===== src/rtl/config_arb_pkg.sv =====
// Shared definitions for the NI configuration-bus arbiter.
// Contents:
//   CFG_ADDR_WIDTH / CFG_DATA_WIDTH : default config bus widths
//   BANK_MSB / BANK_LSB             : position of the 3-bit bank id inside the address
//   bank_e                          : config bank identifiers
//   access_t                        : one bus access (wr, addr, wdata)
//   idx_width()                     : width of an encoded requester index
package config_arb_pkg;

    localparam int unsigned CFG_ADDR_WIDTH = 14;
    localparam int unsigned CFG_DATA_WIDTH = 32;

    localparam int unsigned BANK_MSB = CFG_ADDR_WIDTH - 1;
    localparam int unsigned BANK_LSB = CFG_ADDR_WIDTH - 3;

    typedef enum logic [2:0] {
        BankDma     = 3'd0,
        BankSched   = 3'd1,
        BankTdm     = 3'd2,
        BankMc      = 3'd3,
        BankIrq     = 3'd4,
        BankDefault = 3'd7
    } bank_e;

    typedef struct packed {
        logic                      wr;
        logic [CFG_ADDR_WIDTH-1:0] addr;
        logic [CFG_DATA_WIDTH-1:0] wdata;
    } access_t;

    // At least one bit, so a single-requester index is still a legal vector.
    function automatic int unsigned idx_width(input int unsigned n);
        return (n > 1) ? $clog2(n) : 1;
    endfunction

endpackage


===== src/rtl/rr_picker.sv =====
// Combinational round-robin picker.
// Ports:
//   req   : request vector
//   last  : index of the previous winner; search starts at last+1 (mod N)
//   mask  : eligibility mask (all ones normally, one-hot owner when locked)
//   grant : one-hot winner, zero when nothing eligible
//   idx   : encoded winner index (0 when no winner)
//   valid : a winner exists
module rr_picker
    import config_arb_pkg::*;
#(
    parameter int unsigned N = 3,
    localparam int unsigned IW = idx_width(N)
) (
    input  logic [N-1:0]  req,
    input  logic [IW-1:0] last,
    input  logic [N-1:0]  mask,
    output logic [N-1:0]  grant,
    output logic [IW-1:0] idx,
    output logic          valid
);

    logic [N-1:0]  eligible;
    logic [IW-1:0] cand;

    assign eligible = req & mask;

    always_comb begin
        grant = '0;
        idx   = '0;
        valid = 1'b0;
        cand  = '0;
        // Walk offsets 1..N so the previous winner is examined last.
        for (int unsigned off = 1; off <= N; off++) begin
            cand = IW'((32'(last) + off) % N);
            if (!valid && eligible[cand]) begin
                valid       = 1'b1;
                grant[cand] = 1'b1;
                idx         = cand;
            end
        end
    end

endmodule


===== src/rtl/config_arbiter.sv =====
// Round-robin arbiter sharing the NI configuration bus between N_REQ masters,
// with an ownership lock for atomic read-modify-write sequences.
// Ports:
//   clk, reset (async, active low)
//   req_en/req_wr/req_lock/req_addr/req_wdata : flattened per-requester commands
//   req_grant   : one-hot accept pulse, same cycle as the winning request
//   resp_valid  : one-hot response pulse two cycles after the grant
//   resp_rdata, resp_error : bus response routed back with resp_valid
//   config_*    : registered bus command / bus response inputs
module config_arbiter
    import config_arb_pkg::*;
#(
    parameter int unsigned N_REQ      = 3,
    parameter int unsigned ADDR_WIDTH = 14,
    parameter int unsigned DATA_WIDTH = 32
) (
    input  logic                        clk,
    input  logic                        reset,
    input  logic [N_REQ-1:0]            req_en,
    input  logic [N_REQ-1:0]            req_wr,
    input  logic [N_REQ-1:0]            req_lock,
    input  logic [N_REQ*ADDR_WIDTH-1:0] req_addr,
    input  logic [N_REQ*DATA_WIDTH-1:0] req_wdata,
    output logic [N_REQ-1:0]            req_grant,
    output logic [N_REQ-1:0]            resp_valid,
    output logic [DATA_WIDTH-1:0]       resp_rdata,
    output logic                        resp_error,
    output logic [ADDR_WIDTH-1:0]       config_addr,
    output logic                        config_en,
    output logic                        config_wr,
    output logic [DATA_WIDTH-1:0]       config_wdata,
    input  logic [DATA_WIDTH-1:0]       config_rdata,
    input  logic                        config_error
);

    localparam int unsigned IW = idx_width(N_REQ);

    logic [IW-1:0]         last_q;
    logic                  has_winner_q;
    logic                  lock_q;
    logic [IW-1:0]         owner_q;
    logic [N_REQ-1:0]      issue_q;      // owner of the access currently on the bus

    logic [IW-1:0]         search_last;
    logic [N_REQ-1:0]      lock_mask;
    logic [N_REQ-1:0]      pick_grant;
    logic [IW-1:0]         pick_idx;
    logic                  pick_valid;

    logic                  sel_wr;
    logic                  sel_lock;
    logic [ADDR_WIDTH-1:0] sel_addr;
    logic [DATA_WIDTH-1:0] sel_wdata;

    // Before the first grant after reset, pretend the last winner was N_REQ-1 so
    // the search starts at requester 0 while the stored pointer still reads 0.
    assign search_last = has_winner_q ? last_q : IW'(N_REQ - 1);

    always_comb begin
        lock_mask = '1;
        if (lock_q) begin
            lock_mask          = '0;
            lock_mask[owner_q] = 1'b1;
        end
    end

    rr_picker #(
        .N (N_REQ)
    ) u_picker (
        .req   (req_en),
        .last  (search_last),
        .mask  (lock_mask),
        .grant (pick_grant),
        .idx   (pick_idx),
        .valid (pick_valid)
    );

    always_comb begin
        sel_wr    = 1'b0;
        sel_lock  = 1'b0;
        sel_addr  = '0;
        sel_wdata = '0;
        for (int unsigned i = 0; i < N_REQ; i++) begin
            if (pick_grant[i]) begin
                sel_wr    = req_wr[i];
                sel_lock  = req_lock[i];
                sel_addr  = req_addr[i*ADDR_WIDTH +: ADDR_WIDTH];
                sel_wdata = req_wdata[i*DATA_WIDTH +: DATA_WIDTH];
            end
        end
    end

    // Keep grant quiet while reset is held so every output reads 0 in reset.
    assign req_grant = reset ? pick_grant : '0;

    // Bus response arrives combinationally in the cycle resp_valid is high.
    assign resp_rdata = (|resp_valid) ? config_rdata : '0;
    assign resp_error = (|resp_valid) ? config_error : 1'b0;

    always_ff @(posedge clk or negedge reset) begin
        if (!reset) begin
            last_q       <= '0;
            has_winner_q <= 1'b0;
            lock_q       <= 1'b0;
            owner_q      <= '0;
            issue_q      <= '0;
            resp_valid   <= '0;
            config_en    <= 1'b0;
            config_wr    <= 1'b0;
            config_addr  <= '0;
            config_wdata <= '0;
        end else begin
            config_en  <= pick_valid;
            issue_q    <= pick_grant;
            resp_valid <= issue_q;
            if (pick_valid) begin
                last_q       <= pick_idx;
                has_winner_q <= 1'b1;
                config_wr    <= sel_wr;
                config_addr  <= sel_addr;
                config_wdata <= sel_wdata;
                // While locked only the owner can win, so a lock=0 grant here is
                // either unlocked traffic or the owner's releasing access.
                lock_q       <= sel_lock;
                if (sel_lock) begin
                    owner_q <= pick_idx;
                end
            end
        end
    end

endmodule

===== config.mk =====
export PLATFORM = sky130hd
export DESIGN_NAME = config_arbiter
export DESIGN_NICKNAME = d
export VERILOG_FILES = /design/src/rtl/config_arb_pkg.sv /design/src/rtl/rr_picker.sv /design/src/rtl/config_arbiter.sv
export SDC_FILE = /design/constraint.sdc
export NUM_CORES = 1
export LEC_CHECK = 0
export ABC_AREA = 1
export CORE_MARGIN = 5
export CORE_UTILIZATION = 32
export CTS_BUF_LIST = sky130_fd_sc_hd__clkbuf_16
export DETAILED_ROUTE_END_ITERATION = 10
export HOLD_SLACK_MARGIN = 0.12
export PLACE_DENSITY = 0.85
export RECOVER_POWER = 25
export SYNTH_ARGS = -nofsm -noshare
export SYNTH_HDL_FRONTEND = slang
export SYNTH_SLANG_ARGS = --single-unit

===== constraint.sdc =====
create_clock -name clk -period 2.5 [get_ports clk]
set_clock_uncertainty 0.1 [all_clocks]
set_input_delay 0.5 -clock clk [delete_from_list [all_inputs] [get_ports clk]]
set_output_delay 0.5 -clock clk [all_outputs]
set_load 0.01 [all_outputs]

Yosys cells after proc, flatten, opt, wreduce, memory -nomap -nowiden --
Index checks and enable logic that the tools add are counted. Widths: inputs -> output; s select.
Cells by class: equality and inequality tests 0, reduce and logical (&&, ||, !) cells 10, magnitude comparators 8, add/sub/neg operators 3, shifts and indexed selects 0, multipliers 0, bitwise gates (word level) 3, mux-type cells 40, div/mod/pow operators 3
Operator list (count):
- $mux 32 | 4
- $mod 32x2->32 const B | 3
- $mux 14 | 3
- $mux 1 | 17
- $mux 3 | 5
- $lt 2x3->1 const B | 4
- $demux 1 s2 | 4
- $ge 2x1->1 const B | 4
- $mux 2 | 4
- $add 2x2->3 const B | 2
- $bmux 1 s2 | 3
- $logic_and 1x1->1 | 6
- $or 3x3->3 | 2
- $add 2x1->3 const B | 1
- $and 3x3->3 | 1
- $reduce_or 3->1 | 1
- $logic_not 1->1 | 2
- $reduce_and 2->1 | 1
Word-level totals: word-level logic and storage cells 77, memories 0, input bits 182, RAM bits 0, bits in latches 0, output and inout bits 87, bits in registers 60, memory bits (read-only) 0

Logic depth before layout (Yosys ltp) --
depth after elaboration 19, depth in mapped cells 19, mapped depth without buffers 17

Modules after synthesis --
From an unflattened synthesis, not the netlist that was laid out.
Unflattened totals: cell total of the unflattened synthesis 637, area, all modules 3926.3 µm²
By module, submodules not included:
- config_arbiter | times used 1, seq. area each 1501.4 µm², cells an instance 578, area each 3626.0 µm²
- rr_picker | times used 1, seq. area each 0.0 µm², cells an instance 59, area each 300.3 µm²

Worst setup path after synthesis --
Ideal clock, no wire load.
path type reg-to-output, start reg last_q[1], end out req_grant[2], data required time 1900 ps, cell stages (with the launch flop) 14, buffers on the path 2, arrival time 2081 ps, setup slack -181 ps, path through dfrtp_1 > nor2_1 > inv_1 > ha_1 > buf_2 > inv_2 > nand3_1 > nand3_1 > nand2_2 > nand3_2 > o21ai_4 > inv_2 > clkbuf_1 > nor2_1
On the way: longest elaborated chain between the ends 13, elaborated cells on any way between the ends 40, classes of those cells 3 x add/sub; 3 x div; 6 x order compare; 19 x mux; 2 x bitwise; 7 x reduce/logical
Ends and longest elaborated chain:
- start, declared | RTL line config_arbiter.sv:38 | logic [IW-1:0] last_q;
- start signal, assigned | RTL line config_arbiter.sv:117 | last_q <= pick_idx;
- $mux 2 (*) | RTL line config_arbiter.sv:57 | assign search_last = has_winner_q ? last_q : IW'(N_REQ - 1);
- $add 2x1->3 | RTL line rr_picker.sv:35 | cand = IW'((32'(last) + off) % N);
- $mod 32x2->32 | RTL line rr_picker.sv:35
- $lt 2x3->1 (implied by the code) (tied with other cells) | RTL line rr_picker.sv:38 | grant[cand] = 1'b1;
- $logic_and 1x1->1 (implied by the code) / $mux 1 (equally long branches) | RTL line rr_picker.sv:38, rr_picker.sv:36
- $mux 1 (on tied branches) | RTL line rr_picker.sv:38, rr_picker.sv:36
- $demux 1 s2 / $logic_not 1->1 (equally long branches)
- $mux 3 / $logic_and 1x1->1 (equally long branches) | RTL line rr_picker.sv:36 | if (!valid && eligible[cand]) begin
- $or 3x3->3 (no line) / $mux 1 (equally long branches)
- $mux 3 / $logic_not 1->1 (equally long branches) | RTL line rr_picker.sv:36
- $or 3x3->3 (no line) / $logic_and 1x1->1 (equally long branches)
- $mux 3 (*) | RTL line rr_picker.sv:36
- $mux 3 (*) | RTL line config_arbiter.sv:94 | assign req_grant = reset ? pick_grant : '0;
- end, declared | RTL line config_arbiter.sv:24 | output logic [N_REQ-1:0] req_grant,
Every way passes the cells marked *; elsewhere a longest branch is shown, timed or not. The select of a mux whose other input is x is not followed.

Worst setup path in the final report --
start reg last_q[1], end out req_grant[0]
The elaborated chain is that of the path after synthesis.

==> impl_metrics.yaml <==
power:
  p_leak_nw: 3.52
  power.density_nw_per_um2: 1820
  ir_worst_vdd_mv: 1.13
  total_power_w: 0.0142
routing:
  avgRoutedWirePerCell_um: 17.7
  ant_nets: 0
  finalWirelength_mm: 17.7
  wl_met2_mm: 8.94
  avgViaCountPerCell: 5.02
  topRoutingLayerUsed: "met4"
  dr_wl_met3_mm: 1.42
  first_pass_iters: 4
  dr.first_iter.drc_count: 215
  drc: 0
  vias: 4993
  drt-met1-wl_mm: 6.70
setup_path:
  r2r-start: "last_q[1]$_DFFE_PN0P_"
  max_stage_delay_ns: 0.42
  cp_cell_sequence: "nor2_4, buf_4, ha_4, inv_2, nand2_1, nand3_1, nand2_2, buf_4, nand4_1, a21oi_1, buf_2"
  crit_slowest_cell: "dfrtp_1"
  critPathLaunch: "last_q[1]$_DFFE_PN0P_"
  critPathRequiredTime_ns: 1.90
  crit_path_frequent_cell: "buf_4"
  cp_max_fo: 3
  critical_path_arrival_ns: 2.19
  cp-start-kind: "flip-flop"
  crit_type: "flip-flop to output port"
  end_kind: "output port"
synthesis:
  syn_inst: 542
  synth_edf_count: 0
  synth-seq-cells: 60
  yosysMostFrequentCell: "nand2_1"
  async_flop_share_pct: 100
  synthTopCellsByCount: "177 x nand2_1, 64 x nand3_1, 60 x dfrtp_1"
  synth_flop_cell: "dfrtp_1"
  synthesis.area_um2: 3690
  ys.warnings.count: 0
  synth_top_area_share_pct: 40.7
  avgSynthCellArea_um2: 6.81
  yosysTopAreaCell: "dfrtp_1"
  syn_nets: 728
  yosysSeqAreaShare_pct: 40.7
  synth_cell_type_count: 24
  synth_area_leaders: "dfrtp_1 41%, nand2_1 18%, nand3_1 8.7%"
clock_tree:
  cts_buffers: 9
  hold_buffers: 0
  insertion_delay_ns: 0.32
  clk_pin_slew_ns: 0.05
  htreeDepth: 3
  cts_tree: "yes"
  cts.sinks: 60
  cts_max_path_buffers: 2
  clock-root-buffer: "clkbuf_16"
sta:
  rsz0062_at_grt: "yes"
  hold_viol_final: 0
  setup_viol: 53
  fin_ws_ns: -0.287
  period_needed_ns: 2.79
  slew_headroom_pct: 47.9
  max_freq_ghz: 0.359
  finalMaxSlewViolations: 0
  timing.final.crit_share_pct: 111
  max_slew.worst_pin.slew_ns: 0.782
global_routing:
  grt_pass1_vias: 4858
  grt_max_degree: 61
  grt_pass1_wl_mm: 25.0
  antenna_found_initial: 0
  track_usage_pct: 22.4
  grt_overflow: 0
final_layout:
  final_layout_size_suffix_gt1_share_pct: 21.2
  diodes: 0
  fin_nets: 1033
  syn_to_final_growth_pct: 112
  stdcell_count: 995
  fillers: 874
placement:
  hpwl_mm: 11.4
  dp_cells: 953
  gp_congestion: 0.921
  io_buffers: 268
flow_run:
  maxCapViolCount: 0
status:
  status: "finished with violations"
  violations: "negative setup slack"
floorplan:
  die_area_um2: 13800
  initial_core_util_pct: 32.4
  io_pins: 269
  die_x_um: 117
  die_y_um: 117
  core_area_um2: 11400
  row_count: 39
worst_hold_path:
  hold_path.class: "flip-flop to flip-flop"
  hold_start: "issue_q[0]$_DFF_PN0_"
==> power breakdown <==
part	internal [W]	switching (W)	total [W]	leakage [nW]
registers	0.00156	0.000265	0.00183	0.728
clock network	0.000756	0.000419	0.00118	0.144
logic	0.00515	0.00607	0.0112	2.65
==> state kept, by name, indices dropped and copies added (netlist names) <==
name / flops
config_addr: 14
resp_valid: 3
last_q: 2
config_wr: 1
owner_q: 2
has_winner_q: 1
config_wdata: 32
issue_q: 3
lock_q: 1
config_en: 1
==> layer usage <==
| metal | vias up | track usage [%] |
|---|---|---|
| met5 | - | 0 |
| met4 | 0 | 9.28 |
| met3 | 53 | 6.64 |
| met2 | 247 | 40.1 |
| met1 | 2340 | 24.4 |
| li1 | 2353 | - |
==> critical path, delay by kind of cell, from the launching register on <==
kind / cells / cell delay, ns
flip-flops: 1 / 0.42
AO/OA/AOI/OAI: 1 / 0.20
AND/OR/NAND/NOR: 5 / 0.60
adder cells (fa/ha/maj): 1 / 0.16
buffers and inverters: 4 / 0.50
==> cells in the final DEF, fill, tap and decap left out, types with 4 or more instances in the layout <==
cell type and count:
a21oi_2 41, a21oi_4 6, buf_12 9, buf_4 37, buf_6 8, clkbuf_16 14
clkdlybuf4s50_1 264, clkinv_2 4, dfrtp_1 60, ha_4 4, inv_1 41, inv_2 8
nand2_1 166, nand2_2 10, nand2_4 4, nand3_1 58, nand3_2 4, nand3_4 4
nor2_1 35, nor2_4 5, o21ai_0 8, o21ai_1 30, o21ai_2 11
==> layout make-up <==
cell class / count / area (um^2) / area share, %
inverter: 50 / 193 / 2.47
sequential: 60 / 1500 / 19.2
timing repair buffer: 328 / 3370 / 43.2
tap: 143 / 179 / 2.29
multi-input combinational: 398 / 2290 / 29.3
clock buffer: 9 / 225 / 2.88
clock inverter: 7 / 57.6 / 0.736
==> metrics by stage <==
| step | utilization, % | area (um^2) | worst slack [ns] | hold WS (ns) | setup TNS [ns] |
|---|---|---|---|---|---|
| 2_1_floorplan | - | 3750 | 0.0122 | 0.104 | 0 |
| 3_3_place_gp | 59.2 | 6730 | -0.413 | 0.233 | -11.36 |
| 3_5_place_dp | 59.2 | 6730 | -0.473 | 0.239 | -13.15 |
| 4_1_cts | 63.7 | 7250 | -0.193 | 0.251 | -4.11 |
| 5_1_grt | 68.7 | 7820 | -0.400 | 0.265 | -14.66 |
| 6_report | 68.7 | 7820 | -0.287 | 0.255 | -7.36 |
==> final timing paths <==
| check | to | slack (ns) | cells after the start |
|---|---|---|---|
| setup / recovery | req_grant[0] | -0.29 | 11 |
| hold / removal | resp_valid[0]$_DFF_PN0_ | 0.26 | 0 |
| setup reg to reg | owner_q[0]$_DFFE_PN0P_ | -0.17 | 16 |
| hold reg to reg | resp_valid[0]$_DFF_PN0_ | 0.26 | 0 |
| max in group asynchronous | config_wdata[0]$_DFFE_PN0P_ | 1.50 | 2 |
| min in group asynchronous | config_wdata[14]$_DFFE_PN0P_ | 0.28 | 2 |
==> what timing repair did <==
item | 4_1_cts | 5_1_grt
resized for setup | 48 | 102
gates cloned | 2 | 7
setup endpoints to repair | 55 | 54
pin swaps | 26 | 45
buffers inserted | 10 | 11
==> logic make-up (layout without fill, tap and decap cells) <==
logic type                 after synthesis  in the layout  synth area share (%)
AOI/OAI and AO/OA                      103            103                  14.7
buffers and inverters                   84            394                  10.4
and+or+nand+nor                        291            291                  32.9
DFF                                     60             60                  40.7
adders and majority gates                4              4                  1.36
No activity file was read; power rests on OpenSTA's default activity.
